### config.mk
export PLATFORM = sky130hd
export DESIGN_NAME = bp_be_fma_wb_buffer_flat
export DESIGN_NICKNAME = d
export VERILOG_FILES = /design/src/rtl/bp_be_fma_wb_buffer_if.sv /design/src/rtl/bp_be_fma_wb_buffer.sv /design/src/flat_wrapper.sv
export SDC_FILE = /design/constraint.sdc
export NUM_CORES = 1
export LEC_CHECK = 0
export ABC_AREA = 1
export CORE_MARGIN = 2
export CORE_UTILIZATION = 53
export CTS_CLUSTER_SIZE = 28
export DETAILED_ROUTE_END_ITERATION = 16
export GPL_ROUTABILITY_DRIVEN = 1
export GPL_TIMING_DRIVEN = 0
export PLACE_DENSITY = 0.75
export SYNTH_ARGS = -nofsm -noshare
export SYNTH_HDL_FRONTEND = slang
export SYNTH_SLANG_ARGS = --single-unit
### constraint.sdc
create_clock -name clk_i -period 4.2 [get_ports clk_i]
set_clock_uncertainty 0.15 [all_clocks]
set_input_delay 0.84 -clock clk_i [delete_from_list [all_inputs] [get_ports clk_i]]
set_output_delay 0.84 -clock clk_i [all_outputs]
set_load 0.005 [all_outputs]
### src/rtl/bp_be_fma_wb_buffer_if.sv
// Port bundle for the FMA/IMUL writeback buffer: issue and credit, pipe results,
// and the FP and INT writeback handshakes.
interface bp_be_fma_wb_buffer_if #(
  parameter int data_width_p     = 66,
  parameter int reg_addr_width_p = 5
);
  logic                        fma_issue_v_i;
  logic                        imul_issue_v_i;
  logic [reg_addr_width_p-1:0] issue_rd_i;
  logic                        fma_ready_o;
  logic                        imul_ready_o;
  logic                        flush_i;
  logic                        fma_v_i;
  logic [data_width_p-1:0]     fma_data_i;
  logic [4:0]                  fma_fflags_i;
  logic                        imul_v_i;
  logic [63:0]                 imul_data_i;
  logic                        fp_wb_v_o;
  logic [reg_addr_width_p-1:0] fp_wb_rd_o;
  logic [data_width_p-1:0]     fp_wb_data_o;
  logic                        fp_wb_yumi_i;
  logic                        int_wb_v_o;
  logic [reg_addr_width_p-1:0] int_wb_rd_o;
  logic [63:0]                 int_wb_data_o;
  logic                        int_wb_yumi_i;
  logic [4:0]                  fflags_o;
  logic                        fflags_clear_i;

  modport slave (
    input  fma_issue_v_i, imul_issue_v_i, issue_rd_i, flush_i,
    input  fma_v_i, fma_data_i, fma_fflags_i, imul_v_i, imul_data_i,
    input  fp_wb_yumi_i, int_wb_yumi_i, fflags_clear_i,
    output fma_ready_o, imul_ready_o,
    output fp_wb_v_o, fp_wb_rd_o, fp_wb_data_o,
    output int_wb_v_o, int_wb_rd_o, int_wb_data_o, fflags_o
  );

  modport master (
    output fma_issue_v_i, imul_issue_v_i, issue_rd_i, flush_i,
    output fma_v_i, fma_data_i, fma_fflags_i, imul_v_i, imul_data_i,
    output fp_wb_yumi_i, int_wb_yumi_i, fflags_clear_i,
    input  fma_ready_o, imul_ready_o,
    input  fp_wb_v_o, fp_wb_rd_o, fp_wb_data_o,
    input  int_wb_v_o, int_wb_rd_o, int_wb_data_o, fflags_o
  );
endinterface

### src/rtl/bp_be_fma_wb_buffer.sv
// FMA/IMUL writeback buffer: tag chains, credit-gated FIFOs, sticky FP flags.
// Define BP_BE_FMA_WB_BYPASS_EN to show arrivals into an empty FIFO in the same cycle.
module bp_be_fma_wb_lane #(
  parameter int latency_p       = 5,
  parameter int els_p           = 8,
  parameter int rd_width_p      = 5,
  parameter int payload_width_p = 71
) (
  input  logic                       clk_i,
  input  logic                       reset_i,
  input  logic                       issue_v_i,
  input  logic [rd_width_p-1:0]      issue_rd_i,
  input  logic                       flush_i,
  input  logic                       res_v_i,
  input  logic [payload_width_p-1:0] res_data_i,
  input  logic                       yumi_i,
  output logic                       ready_o,
  output logic                       wb_v_o,
  output logic [rd_width_p-1:0]      wb_rd_o,
  output logic [payload_width_p-1:0] wb_data_o
);
  localparam int ptr_w   = (els_p > 1) ? $clog2(els_p) : 1;
  localparam int cnt_w   = $clog2(els_p + 1);
  localparam int entry_w = rd_width_p + payload_width_p;
  localparam logic [ptr_w-1:0] last_ptr = ptr_w'(els_p - 1);

  // occ marks an issued op (it holds a credit); live is cleared by flush
  logic [latency_p-1:0]  occ_reg, live_reg;
  logic [rd_width_p-1:0] rd_reg [latency_p];

  always_ff @(posedge clk_i or negedge reset_i) begin
    if (!reset_i) begin
      occ_reg  <= '0;
      live_reg <= '0;
      for (int i = 0; i < latency_p; i++) rd_reg[i] <= '0;
    end else begin
      occ_reg  <= {occ_reg[latency_p-2:0], issue_v_i};
      live_reg <= {live_reg[latency_p-2:0], issue_v_i} & {latency_p{~flush_i}};
      for (int i = latency_p - 1; i > 0; i--) rd_reg[i] <= rd_reg[i-1];
      rd_reg[0] <= issue_rd_i;
    end
  end

  logic head_live, push, poison_exit;
  assign head_live   = live_reg[latency_p-1];
  assign push        = head_live & res_v_i;
  assign poison_exit = occ_reg[latency_p-1] & ~head_live;

  logic [entry_w-1:0] mem [els_p];
  logic [ptr_w-1:0]   rptr_reg, wptr_reg;
  logic [cnt_w-1:0]   cnt_reg, credits_reg;
  logic               empty, wr_en, rd_en;
  logic [entry_w-1:0] head_entry, arrival_entry;

  assign empty         = (cnt_reg == '0);
  assign arrival_entry = {rd_reg[latency_p-1], res_data_i};

`ifdef BP_BE_FMA_WB_BYPASS_EN
  // an arrival consumed in its own cycle never touches storage
  assign wr_en      = push & ~(empty & yumi_i);
  assign rd_en      = yumi_i & ~empty;
  assign wb_v_o     = ~empty | push;
  assign head_entry = empty ? arrival_entry : mem[rptr_reg];
`else
  assign wr_en      = push;
  assign rd_en      = yumi_i;
  assign wb_v_o     = ~empty;
  assign head_entry = mem[rptr_reg];
`endif

  assign {wb_rd_o, wb_data_o} = head_entry;
  assign ready_o              = (credits_reg != '0);

  always_ff @(posedge clk_i) begin
    if (wr_en) mem[wptr_reg] <= arrival_entry;
  end

  always_ff @(posedge clk_i or negedge reset_i) begin
    if (!reset_i) begin
      rptr_reg    <= '0;
      wptr_reg    <= '0;
      cnt_reg     <= '0;
      credits_reg <= cnt_w'(els_p);
    end else begin
      if (wr_en) wptr_reg <= (wptr_reg == last_ptr) ? '0 : wptr_reg + ptr_w'(1);
      if (rd_en) rptr_reg <= (rptr_reg == last_ptr) ? '0 : rptr_reg + ptr_w'(1);
      cnt_reg     <= cnt_reg + cnt_w'(wr_en) - cnt_w'(rd_en);
      // a poisoned head frees the slot it reserved at issue
      credits_reg <= credits_reg + cnt_w'(yumi_i) + cnt_w'(poison_exit) - cnt_w'(issue_v_i);
    end
  end

  a_issue_credit: assert property (@(posedge clk_i) disable iff (!reset_i) issue_v_i |-> ready_o);
  a_head_match:   assert property (@(posedge clk_i) disable iff (!reset_i) head_live |-> res_v_i);
  a_yumi_legal:   assert property (@(posedge clk_i) disable iff (!reset_i) yumi_i |-> wb_v_o);
endmodule

module bp_be_fma_wb_buffer #(
  parameter int data_width_p     = 66,
  parameter int reg_addr_width_p = 5,
  parameter int fma_latency_p    = 5,
  parameter int imul_latency_p   = 4,
  parameter int els_p            = 8
) (
  input logic                   clk_i,
  input logic                   reset_i,
  bp_be_fma_wb_buffer_if.slave  io
);
  localparam int fp_pw = data_width_p + 5;

  logic [fp_pw-1:0] fp_payload;
  logic [4:0]       fflags_reg;

  bp_be_fma_wb_lane #(
    .latency_p(fma_latency_p), .els_p(els_p),
    .rd_width_p(reg_addr_width_p), .payload_width_p(fp_pw)
  ) fp_lane (
    .clk_i(clk_i), .reset_i(reset_i),
    .issue_v_i(io.fma_issue_v_i), .issue_rd_i(io.issue_rd_i), .flush_i(io.flush_i),
    .res_v_i(io.fma_v_i), .res_data_i({io.fma_data_i, io.fma_fflags_i}),
    .yumi_i(io.fp_wb_yumi_i), .ready_o(io.fma_ready_o),
    .wb_v_o(io.fp_wb_v_o), .wb_rd_o(io.fp_wb_rd_o), .wb_data_o(fp_payload)
  );

  bp_be_fma_wb_lane #(
    .latency_p(imul_latency_p), .els_p(els_p),
    .rd_width_p(reg_addr_width_p), .payload_width_p(64)
  ) int_lane (
    .clk_i(clk_i), .reset_i(reset_i),
    .issue_v_i(io.imul_issue_v_i), .issue_rd_i(io.issue_rd_i), .flush_i(io.flush_i),
    .res_v_i(io.imul_v_i), .res_data_i(io.imul_data_i),
    .yumi_i(io.int_wb_yumi_i), .ready_o(io.imul_ready_o),
    .wb_v_o(io.int_wb_v_o), .wb_rd_o(io.int_wb_rd_o), .wb_data_o(io.int_wb_data_o)
  );

  assign io.fp_wb_data_o = fp_payload[fp_pw-1:5];

  // a pop in the clearing cycle still contributes its flags
  always_ff @(posedge clk_i or negedge reset_i) begin
    if (!reset_i) begin
      fflags_reg <= '0;
    end else if (io.fflags_clear_i || io.fp_wb_yumi_i) begin
      fflags_reg <= (io.fflags_clear_i ? 5'd0 : fflags_reg)
                  | (io.fp_wb_yumi_i ? fp_payload[4:0] : 5'd0);
    end
  end

  assign io.fflags_o = fflags_reg;

  a_issue_excl: assert property (@(posedge clk_i) disable iff (!reset_i)
                                 !(io.fma_issue_v_i && io.imul_issue_v_i));
endmodule
### src/flat_wrapper.sv
// flat-port wrapper written by rule: the top's interface ports become plain ports
module bp_be_fma_wb_buffer_flat 
#(
  parameter int data_width_p     = 66,
  parameter int reg_addr_width_p = 5,
  parameter int fma_latency_p    = 5,
  parameter int imul_latency_p   = 4,
  parameter int els_p            = 8
)
  (clk_i, reset_i, io_fma_issue_v_i, io_imul_issue_v_i, io_issue_rd_i, io_flush_i, io_fma_v_i, io_fma_data_i, io_fma_fflags_i, io_imul_v_i, io_imul_data_i, io_fp_wb_yumi_i, io_int_wb_yumi_i, io_fflags_clear_i, io_fma_ready_o, io_imul_ready_o, io_fp_wb_v_o, io_fp_wb_rd_o, io_fp_wb_data_o, io_int_wb_v_o, io_int_wb_rd_o, io_int_wb_data_o, io_fflags_o);
  bp_be_fma_wb_buffer_if #(.data_width_p(data_width_p), .reg_addr_width_p(reg_addr_width_p)) io_i ();
  input logic clk_i;
  input logic reset_i;
  input wire logic [$bits(io_i.fma_issue_v_i)-1:0] io_fma_issue_v_i;
  input wire logic [$bits(io_i.imul_issue_v_i)-1:0] io_imul_issue_v_i;
  input wire logic [$bits(io_i.issue_rd_i)-1:0] io_issue_rd_i;
  input wire logic [$bits(io_i.flush_i)-1:0] io_flush_i;
  input wire logic [$bits(io_i.fma_v_i)-1:0] io_fma_v_i;
  input wire logic [$bits(io_i.fma_data_i)-1:0] io_fma_data_i;
  input wire logic [$bits(io_i.fma_fflags_i)-1:0] io_fma_fflags_i;
  input wire logic [$bits(io_i.imul_v_i)-1:0] io_imul_v_i;
  input wire logic [$bits(io_i.imul_data_i)-1:0] io_imul_data_i;
  input wire logic [$bits(io_i.fp_wb_yumi_i)-1:0] io_fp_wb_yumi_i;
  input wire logic [$bits(io_i.int_wb_yumi_i)-1:0] io_int_wb_yumi_i;
  input wire logic [$bits(io_i.fflags_clear_i)-1:0] io_fflags_clear_i;
  output wire logic [$bits(io_i.fma_ready_o)-1:0] io_fma_ready_o;
  output wire logic [$bits(io_i.imul_ready_o)-1:0] io_imul_ready_o;
  output wire logic [$bits(io_i.fp_wb_v_o)-1:0] io_fp_wb_v_o;
  output wire logic [$bits(io_i.fp_wb_rd_o)-1:0] io_fp_wb_rd_o;
  output wire logic [$bits(io_i.fp_wb_data_o)-1:0] io_fp_wb_data_o;
  output wire logic [$bits(io_i.int_wb_v_o)-1:0] io_int_wb_v_o;
  output wire logic [$bits(io_i.int_wb_rd_o)-1:0] io_int_wb_rd_o;
  output wire logic [$bits(io_i.int_wb_data_o)-1:0] io_int_wb_data_o;
  output wire logic [$bits(io_i.fflags_o)-1:0] io_fflags_o;
  assign io_i.fma_issue_v_i = io_fma_issue_v_i;
  assign io_i.imul_issue_v_i = io_imul_issue_v_i;
  assign io_i.issue_rd_i = io_issue_rd_i;
  assign io_i.flush_i = io_flush_i;
  assign io_i.fma_v_i = io_fma_v_i;
  assign io_i.fma_data_i = io_fma_data_i;
  assign io_i.fma_fflags_i = io_fma_fflags_i;
  assign io_i.imul_v_i = io_imul_v_i;
  assign io_i.imul_data_i = io_imul_data_i;
  assign io_i.fp_wb_yumi_i = io_fp_wb_yumi_i;
  assign io_i.int_wb_yumi_i = io_int_wb_yumi_i;
  assign io_i.fflags_clear_i = io_fflags_clear_i;
  assign io_fma_ready_o = io_i.fma_ready_o;
  assign io_imul_ready_o = io_i.imul_ready_o;
  assign io_fp_wb_v_o = io_i.fp_wb_v_o;
  assign io_fp_wb_rd_o = io_i.fp_wb_rd_o;
  assign io_fp_wb_data_o = io_i.fp_wb_data_o;
  assign io_int_wb_v_o = io_i.int_wb_v_o;
  assign io_int_wb_rd_o = io_i.int_wb_rd_o;
  assign io_int_wb_data_o = io_i.int_wb_data_o;
  assign io_fflags_o = io_i.fflags_o;
  bp_be_fma_wb_buffer #(.data_width_p(data_width_p), .reg_addr_width_p(reg_addr_width_p), .fma_latency_p(fma_latency_p), .imul_latency_p(imul_latency_p), .els_p(els_p)) u_core (.clk_i(clk_i), .reset_i(reset_i), .io(io_i));
endmodule
# After elaboration in Yosys (flattened, before gate mapping)
# Memories as Yosys holds them, arrays and structs flattened.
# Index checks and enable logic that the tools add are counted.
# classes
n_mux,10
bitwise,12
n_eq_ne,4
reduce_logical,5
add_sub_neg,14
# ops
operator,count
adder 4 x 1 -> 4 bit,6
subtractor 4 x 1 -> 4 bit,4
adder 3 x 1 -> 3 bit (second input constant),4
== test 3 bit (second input constant),4
two-way mux 3 bit,4
two-way mux 5 bit,2
zero test 4 bit,2
nonzero test 4 bit,2
bitwise AND 5 bit,1
inverter 1 bit,5
OR 5 bit,1
bitwise AND 1 bit,4
bitwise AND 4 bit,1
two-way mux 1 bit,4
logical OR 1 bit,1
# totals
memories,2
regBits,76
ramBits,1160
elab_cells,65
input_bits,150
# mem_list
name,words,width,rd,rd_ports_with_merged_regs,write_ports,line_no,source
u_core.fp_lane.mem,8,76,1,0,1,bp_be_fma_wb_buffer.sv:49,logic [entry_w-1:0] mem [els_p];
u_core.int_lane.mem,8,69,1,0,1,bp_be_fma_wb_buffer.sv:49,

# Depth between registers and ports, before layout
# Gate-level depths: netlist of run 1.
# depth
word_depth,4
depth_mapped,10

# Cells and area by module
# Synthesis of run 1 repeated with hierarchy kept, for this count alone.
# unflattened
hier_cells,5302
area_unflattened_um2,54160.7
# modules_own_cells
module,area_each_um2,cells_each,seq_area_each_um2,instances
bp_be_fma_wb_lane at u_core.fp_lane,28298.4,2766,19484.9,1
bp_be_fma_wb_lane at u_core.int_lane,25677.1,2515,17628.2,1
bp_be_fma_wb_buffer,185.2,21,125.1,1

# Worst setup path after synthesis of run 1
# Ideal clock, no wire load.
# synth_timing
kind,input port to flip-flop
from,input port io_fma_v_i
to,"memory u_core.fp_lane.mem[0][0] (netlist bit), enable pin"
required_time_ns,3.539
cell_stages,4
slack_ns,-0.748
t_arrival_ns,4.288
cell_sequence,nand2_1 -> inv_1 -> nand2_1 -> nor2_1
# synth_via
elab_chain_len,3
# synth_rtl
element,line_no,source
"start, declared",flat_wrapper.sv:18,input wire logic [$bits(io_i.fma_v_i)-1:0] io_fma_v_i;
bitwise AND 1 bit,bp_be_fma_wb_buffer.sv:46,assign push = head_live & res_v_i;
named net u_core.fp_lane.push,bp_be_fma_wb_buffer.sv:44,"logic head_live, push, poison_exit;"
two-way mux 1 bit,bp_be_fma_wb_buffer.sv:75,if (wr_en) mem[wptr_reg] <= arrival_entry;
two-way mux 1 bit (implied by the code),bp_be_fma_wb_buffer.sv:75,
"end, declared",bp_be_fma_wb_buffer.sv:49,
# The timed path passes the listed nets, and every way through them passes these cells.

# Worst setup path after layout of run 1
# layout_timing
from,register u_core.int_lane.rptr_reg[1]
to,output port io_int_wb_data_o[10]
# layout_via
elab_chain_len,1
# layout_rtl
element,line_no,source
"start, declared",bp_be_fma_wb_buffer.sv:50,"logic [ptr_w-1:0] rptr_reg, wptr_reg;"
"start signal, assigned",bp_be_fma_wb_buffer.sv:86,if (rd_en) rptr_reg <= (rptr_reg == last_ptr) ? '0 : rptr_reg + ptr_w'(1);
memory read (8 x 69 bit),n/a,
"end, declared",flat_wrapper.sv:33,output wire logic [$bits(io_i.int_wb_data_o)-1:0] io_int_wb_data_o;
# No other way between the ends.

==> summary.txt, run 1 <==
Outcome: finished clean
Area growth, synth to finish: 19.46%
CTS Sinks: 1236
Most common cell after layout, fill and taps aside: edfxtp_1
Worst vdd ir: 473.7 µV
Grt total ovfl: 0
Initial core utilization: 53.46%
Die Y: 305.3 µm
Routed len/inst: 22.47 µm
# Post-CTS Setup Buffers: 0
CTS tree: built
Die width: 305.3 µm
Largest net degree at the start of global routing: 40
Worst path cell trace: buf_4 -> buf_4 -> clkbuf_1 -> nor2_1 -> o21ai_1 -> o21ai_1 -> nand2_1 -> nand2_1 -> clkdlybuf4s50_1
Sum Neg Setup Slack: 0 ns
Yosys warnings: 0
Clk slew on worst S/H paths: 0.06 ns
Layout cells sized above 1: 8.959%
Placed instance area: 0.05366 mm²
Drt first pass iters: 8
Worst setup EP type: primary output
PortBufs: 297
All-Layer GR Usage: 26.04%
Commonest cells after routing, fill and taps aside: 1160 x edfxtp_1, 714 x nor2_1, 505 x nand2_1
NumNets Final: 4361
Sequential-to-total area share from yosys stat: 76.35%
Routed WL: 122800 µm
Period utilization: 99.75%
Rows: 110
Syn_nets: 3900
1st-iter DRT viols: 4255
Delay of the slowest critical-path stage: 0.55 ns
GP Congestion: 0.8219
#FFs+latches synth: 1236
Final hold violations: 0
Synth top area share: 72.39%
RSZ-0062 raised after global routing: yes
Synth unique cells: 26
Finished Core Util: 63.86%
Leakage: 0.02004 µW
Minimum clock period: 4.189 ns
Worst Path Max Fanout: 10
Ranking of synthesized cells by area: edfxtp_1 72%, nor2_1 5.7%, o21ai_0 4.7%
Syn_area_per_cell: 12.94 µm²
Antenna-violating nets left: 0
Final setup violation count: 0
Max reg flops: 608
Slew of the pin with the lowest slew margin: 0.9725 ns
Synth Instances: 3718
Number of global-route vias before repair: 31.12k
Power Dens Cells: 614.3 mW/mm²
Vias per inst: 5.769
Max-slew violations: 0
Hold WC Path Type: flop to flop
Fill cells: 6408
CTS root buf: clkbuf_16
Maximum Capacitance Violations: 0
Die area: 0.09322 mm²
Core footprint: 0.09001 mm²
Vias: 31.53k
CTS H-tree depth: 3
Clock latency on the worst-skew pair: 0.71 ns
Slew Limit Headroom: 35.01%
Crit start category: flop
Num CTS Buffers: 117
Post-Layout Inst Area: 0.05748 mm²
Initial antenna violation count: 22
Io pins: 299
Post-DP HPWL: 77830 µm
Netlist Area Pre-Place: 0.04812 mm²
First-pass GRT wire length: 184000 µm
Slowest-stage cell, CP: clkbuf_1
Critical Path AT: 3.20 ns
WS Path Type: flop to primary output
Dominant cell type by area after synthesis: edfxtp_1
Clock Path Buffers: 3
Critical path required time: 3.21 ns
Residual DRC count: 0
Fmax: 0.2387 GHz
## worst paths after layout
path | cells past startpoint | endpoint | slack, ns | startpoint
worst max-delay path | 9 | io_int_wb_data_o[10] | 0.01 | u_core.int_lane.rptr_reg[1]
worst min-delay path | 0 | u_core.fp_lane.rd_reg[7] | 0.20 | u_core.fp_lane.rd_reg[12]
worst max register to register | 6 | u_core.int_lane.mem[2][24] | 1.55 | u_core.int_lane.live_reg[3]
worst min register to register | 0 | u_core.fp_lane.rd_reg[7] | 0.20 | u_core.fp_lane.rd_reg[12]
max in group asynchronous | 3 | u_core.fp_lane.rptr_reg[2] | 2.74 | reset_i
min in group asynchronous | 2 | u_core.int_lane.rptr_reg[0] | 0.51 | reset_i
## power breakdown
part	total (µW)	internal, µW	switching (µW)
sequential	13800	13700	115
combinational	11300	4390	6880
clock	10300	5760	4500
## logic make-up after synthesis
logic type	share of synthesized area, %
DFF	76.35
adders and majority gates	0.9257
and+or+nand+nor	10.06
buffers and inverters	3.245
AOI/OAI and AO/OA	9.272
xor gates and xnor gates	0.1456
## cell type report
class | instances | area (µm²) | share of cell area (%)
clock inverters | 69 | 516.7 | 0.8989
plain buffers | 225 | 1286 | 2.238
clock buffers | 146 | 3206 | 5.576
diodes | 14 | 35.03 | 0.06095
inverters | 85 | 327.8 | 0.5703
multi-input cells | 2172 | 9942 | 17.30
repair buffers | 342 | 3961 | 6.891
well taps | 1176 | 1471 | 2.560
flip-flops and latches | 1236 | 36740 | 63.91
## per-stage QoR
| step | total power, µW | setup WS (ns) | cells | hold slack, ns |
|---|---|---|---|---|
| 2_1_floorplan | 19710 | -0.7484 | 3718 | 0.1812 |
| 3_3_place_gp | 24780 | -4.170 | 5191 | 0.1823 |
| 3_5_place_dp | 25040 | 0.6151 | 5235 | 0.1847 |
| 4_1_cts | 35250 | 0.002236 | 5451 | 0.1985 |
| 5_1_grt | 36860 | -0.06172 | 5463 | 0.2016 |
| 6_report | 35310 | 0.01054 | 5465 | 0.1970 |
## synthesized netlist by cell type (all sizes together)
master / instances
a21oi: 6
buf: 122
clkbuf: 103
dfrtp: 74
dfstp: 2
edfxtp: 1160
fa: 6
ha: 26
inv: 85
nand2: 506
nand3: 38
nor2: 730
o21ai: 708
o22ai: 142
or2: 2
xnor2: 5
xor2: 3
## timing repair
action	4_1_cts	5_1_grt
gates resized for setup	12	47
hold buffers	1	0
endpoints found under the hold margin	35	0
setup endpoints to repair	36	87
## critical path: cells and delay by family (launching register included)
| kind | cells | cell delay (ns) |
|---|---|---|
| AOI/OAI and AO/OA | 2 | 0.24 |
| buffers and inverters | 4 | 1.55 |
| DFF | 1 | 0.35 |
| and+or+nand+nor | 3 | 0.34 |
## per-layer routing
layer	vias to the layer above	global-route usage, %	share of wire, %
met1	15260	35.18	38
met3	268	5.616	11
li1	14190	-	-
met4	18	9.932	3.2
met2	1782	41.78	48
met5	-	0	0.094
Note: power is estimated with default switching activity, not from simulation.
==> inputs of run 2 (changes only) <==
- CORE_UTILIZATION: 53 -> 55
- CTS_BUF_LIST: unset -> sky130_fd_sc_hd__clkbuf_4
- PLACE_DENSITY: 0.75 -> 0.78
- TNS_END_PERCENT: unset -> 10
==> run 2 against run 1 <==
  * The run now ends with setup timing left
  * Critical endpoint is now io_fp_wb_data_o[38]
  * Largest cell class unchanged
  * Non-clock buffer count grew 24
  * Worst hold slack worse by 0.13 ns
  * Largest power group unchanged
  * Die area shrank 3.6%
==> summary.txt, run 2 (synthesis results as in run 1) <==
Outcome: finished, violations left
Failing checks: setup timing
Placed instance area: 0.05363 mm²
Final setup violation count: 12
Worst path cell trace: buf_12 -> inv_8 -> buf_12 -> buf_6 -> o21ai_0 -> o22ai_1 -> nand2_1 -> nand2_2 -> clkdlybuf4s50_1
Worst Path Max Fanout: 10
Hold WC Path Type: input port to asynchronous set/reset pin
Critical Path AT: 3.34 ns
Worst vdd ir: 451.8 µV
Fmax: 0.2310 GHz
Antenna-violating nets left: 0
Finished Core Util: 68.05%
GP Congestion: 0.8187
Placement Setup Slack: 0.5085 ns
Io pins: 299
Most common cell after layout, fill and taps aside: edfxtp_1
R2R setup slack: 1.48 ns
Clock latency on the worst-skew pair: 1.14 ns
Pwr Total: 36040 µW
CTS Sinks: 1236
Worst setup EP type: primary output
CP most frequent cell: buf_12
CTS root buf: clkbuf_4
Clk slew on worst S/H paths: 0.07 ns
Max-slew violations: 0
Final hold violations: 0
Sequential Power Share: 38.3%
Met2 WL post-DR: 62260 µm
Post-DP HPWL: 78200 µm
Max reg flops: 608
Slew of the pin with the lowest slew margin: 1.001 ns
Routed len/inst: 22.41 µm
Slew Limit Headroom: 33.13%
Slowest-stage cell, CP: clkdlybuf4s50_1
Die width: 299.8 µm
Layout cells sized above 1: 18.13%
Fill cells: 5742
Rows: 108
Vias: 33.58k
CTS tree: built
Number of global-route vias before repair: 33.22k
Vias per inst: 5.803
Power Dens Cells: 610.5 mW/mm²
1st-iter DRT viols: 4074
WS Path Type: flop to primary output
Clock Path Buffers: 4
Combinational share of power: 33.4%
Residual DRC count: 0
Area growth, synth to finish: 22.68%
Initial antenna violation count: 28
Routed WL: 129700 µm
Critical path required time: 3.21 ns
Initial core utilization: 55.47%
RSZ-0062 raised after global routing: yes
Num CTS Buffers: 321
Sw Share: 33.48%
Final setup margin: -0.1285 ns
All-Layer GR Usage: 27.98%
Psw: 12070 µW
Grt total ovfl: 0
Commonest cells after routing, fill and taps aside: 1160 x edfxtp_1, 714 x nor2_1, 497 x clkbuf_4
PortBufs: 297
Post-Layout Inst Area: 0.05903 mm²
Leakage: 0.02179 µW
Clock power frac: 28.3%
Minimum clock period: 4.329 ns
Met1 Wirelength: 47160 µm
Crit start category: flop
Die area: 0.08987 mm²
Routed met3 length: 14890 µm
First-pass GRT wire length: 188600 µm
Internal power consumption: 23970 µW
CTS H-tree depth: 5
Die Y: 299.8 µm
Largest net degree at the start of global routing: 40
Core footprint: 0.08675 mm²
Period utilization: 103.1%
Drt first pass iters: 5
Delay of the slowest critical-path stage: 0.51 ns
Maximum Capacitance Violations: 0
NumNets Final: 4589
DR top layer: met5
==> run 2: cell count changes in the layout (fill, tap and decap cells not counted), sizes merged, moves of 12 or more <==
cell,delta
buf,+32
clkbuf,+316
clkdlybuf4s50,-93
clkinv,-14
diode,+12
dlygate4sd2,+31
dlymetal6s2s,+53
==> run 2: layout make-up <==
class,count,area (µm²),area share [%]
clock inverter,55,397.9,0.6740
inverter,85,347.8,0.5892
multi-input combinational,2172,10070,17.06
sequential,1236,36740,62.24
tap,1155,1445,2.448
antenna,26,65.06,0.1102
buffer,224,2095,3.548
clock buffer,467,3506,5.939
timing repair buffer,367,4368,7.399
==> run 2: critical path: cells and delay by family (launching register included) <==
family	cells	cell delay, ns
flip-flops	1	0.42
buffers and inverters	5	1.16
AO/OA/AOI/OAI	2	0.32
AND/OR/NAND/NOR	2	0.23
==> run 2: stage by stage <==
step / TNS, ns / instances / hold slack, ns
final: -0.4855 / 5787 / 0.06564
after detailed placement: 0 / 5214 / 0.1847
after CTS: -7.133 / 5748 / 0.0004989
after global routing: -6.044 / 5784 / 0.02359
after floorplan: -689.15 / 3718 / 0.1812
after global placement: -4384.74 / 5170 / 0.1816
==> run 2: repair_timing <==
action / in CTS / in global routing
resized for setup: 280 / 252
setup endpoints to repair: 140 / 110
hold buffers: 5 / 0
setup buffers: 7 / 8
pin swaps: 17 / 35
gates cloned: 1 / 5
hold endpoints to repair: 68 / 0
==> run 2: metal layers <==
metal,vias up,global-route usage [%]
met5,-,0
met4,14,14.95
met3,335,7.074
met2,2174,43.88
met1,16210,36.26
li1,14850,-
==> run 2: final timing paths <==
check | from | end | cells past startpoint
worst max-delay path | u_core.fp_lane.rptr_reg[0] | io_fp_wb_data_o[38] | 9
worst min-delay path | reset_i | u_core.fp_lane.rptr_reg[1] | 2
worst max register to register | u_core.fp_lane.live_reg[4] | u_core.fp_lane.mem[4][52] | 6
worst min register to register | u_core.fp_lane.rd_reg[17] | u_core.fp_lane.rd_reg[12] | 0
max in group asynchronous | reset_i | u_core.int_lane.credits_reg[3] | 3
min in group clk_i | io_issue_rd_i[3] | u_core.fp_lane.rd_reg[23] | 1
==> run 2: power by group through the flow <==
stage,sequential [µW],clock [µW],combinational [µW]
floorplan,14000,0,5680
global placement,14000,0,10700
detailed placement,14000,0,11100
CTS,13800,10200,11500
global route,13800,10900,12900
finish,13800,10200,12000
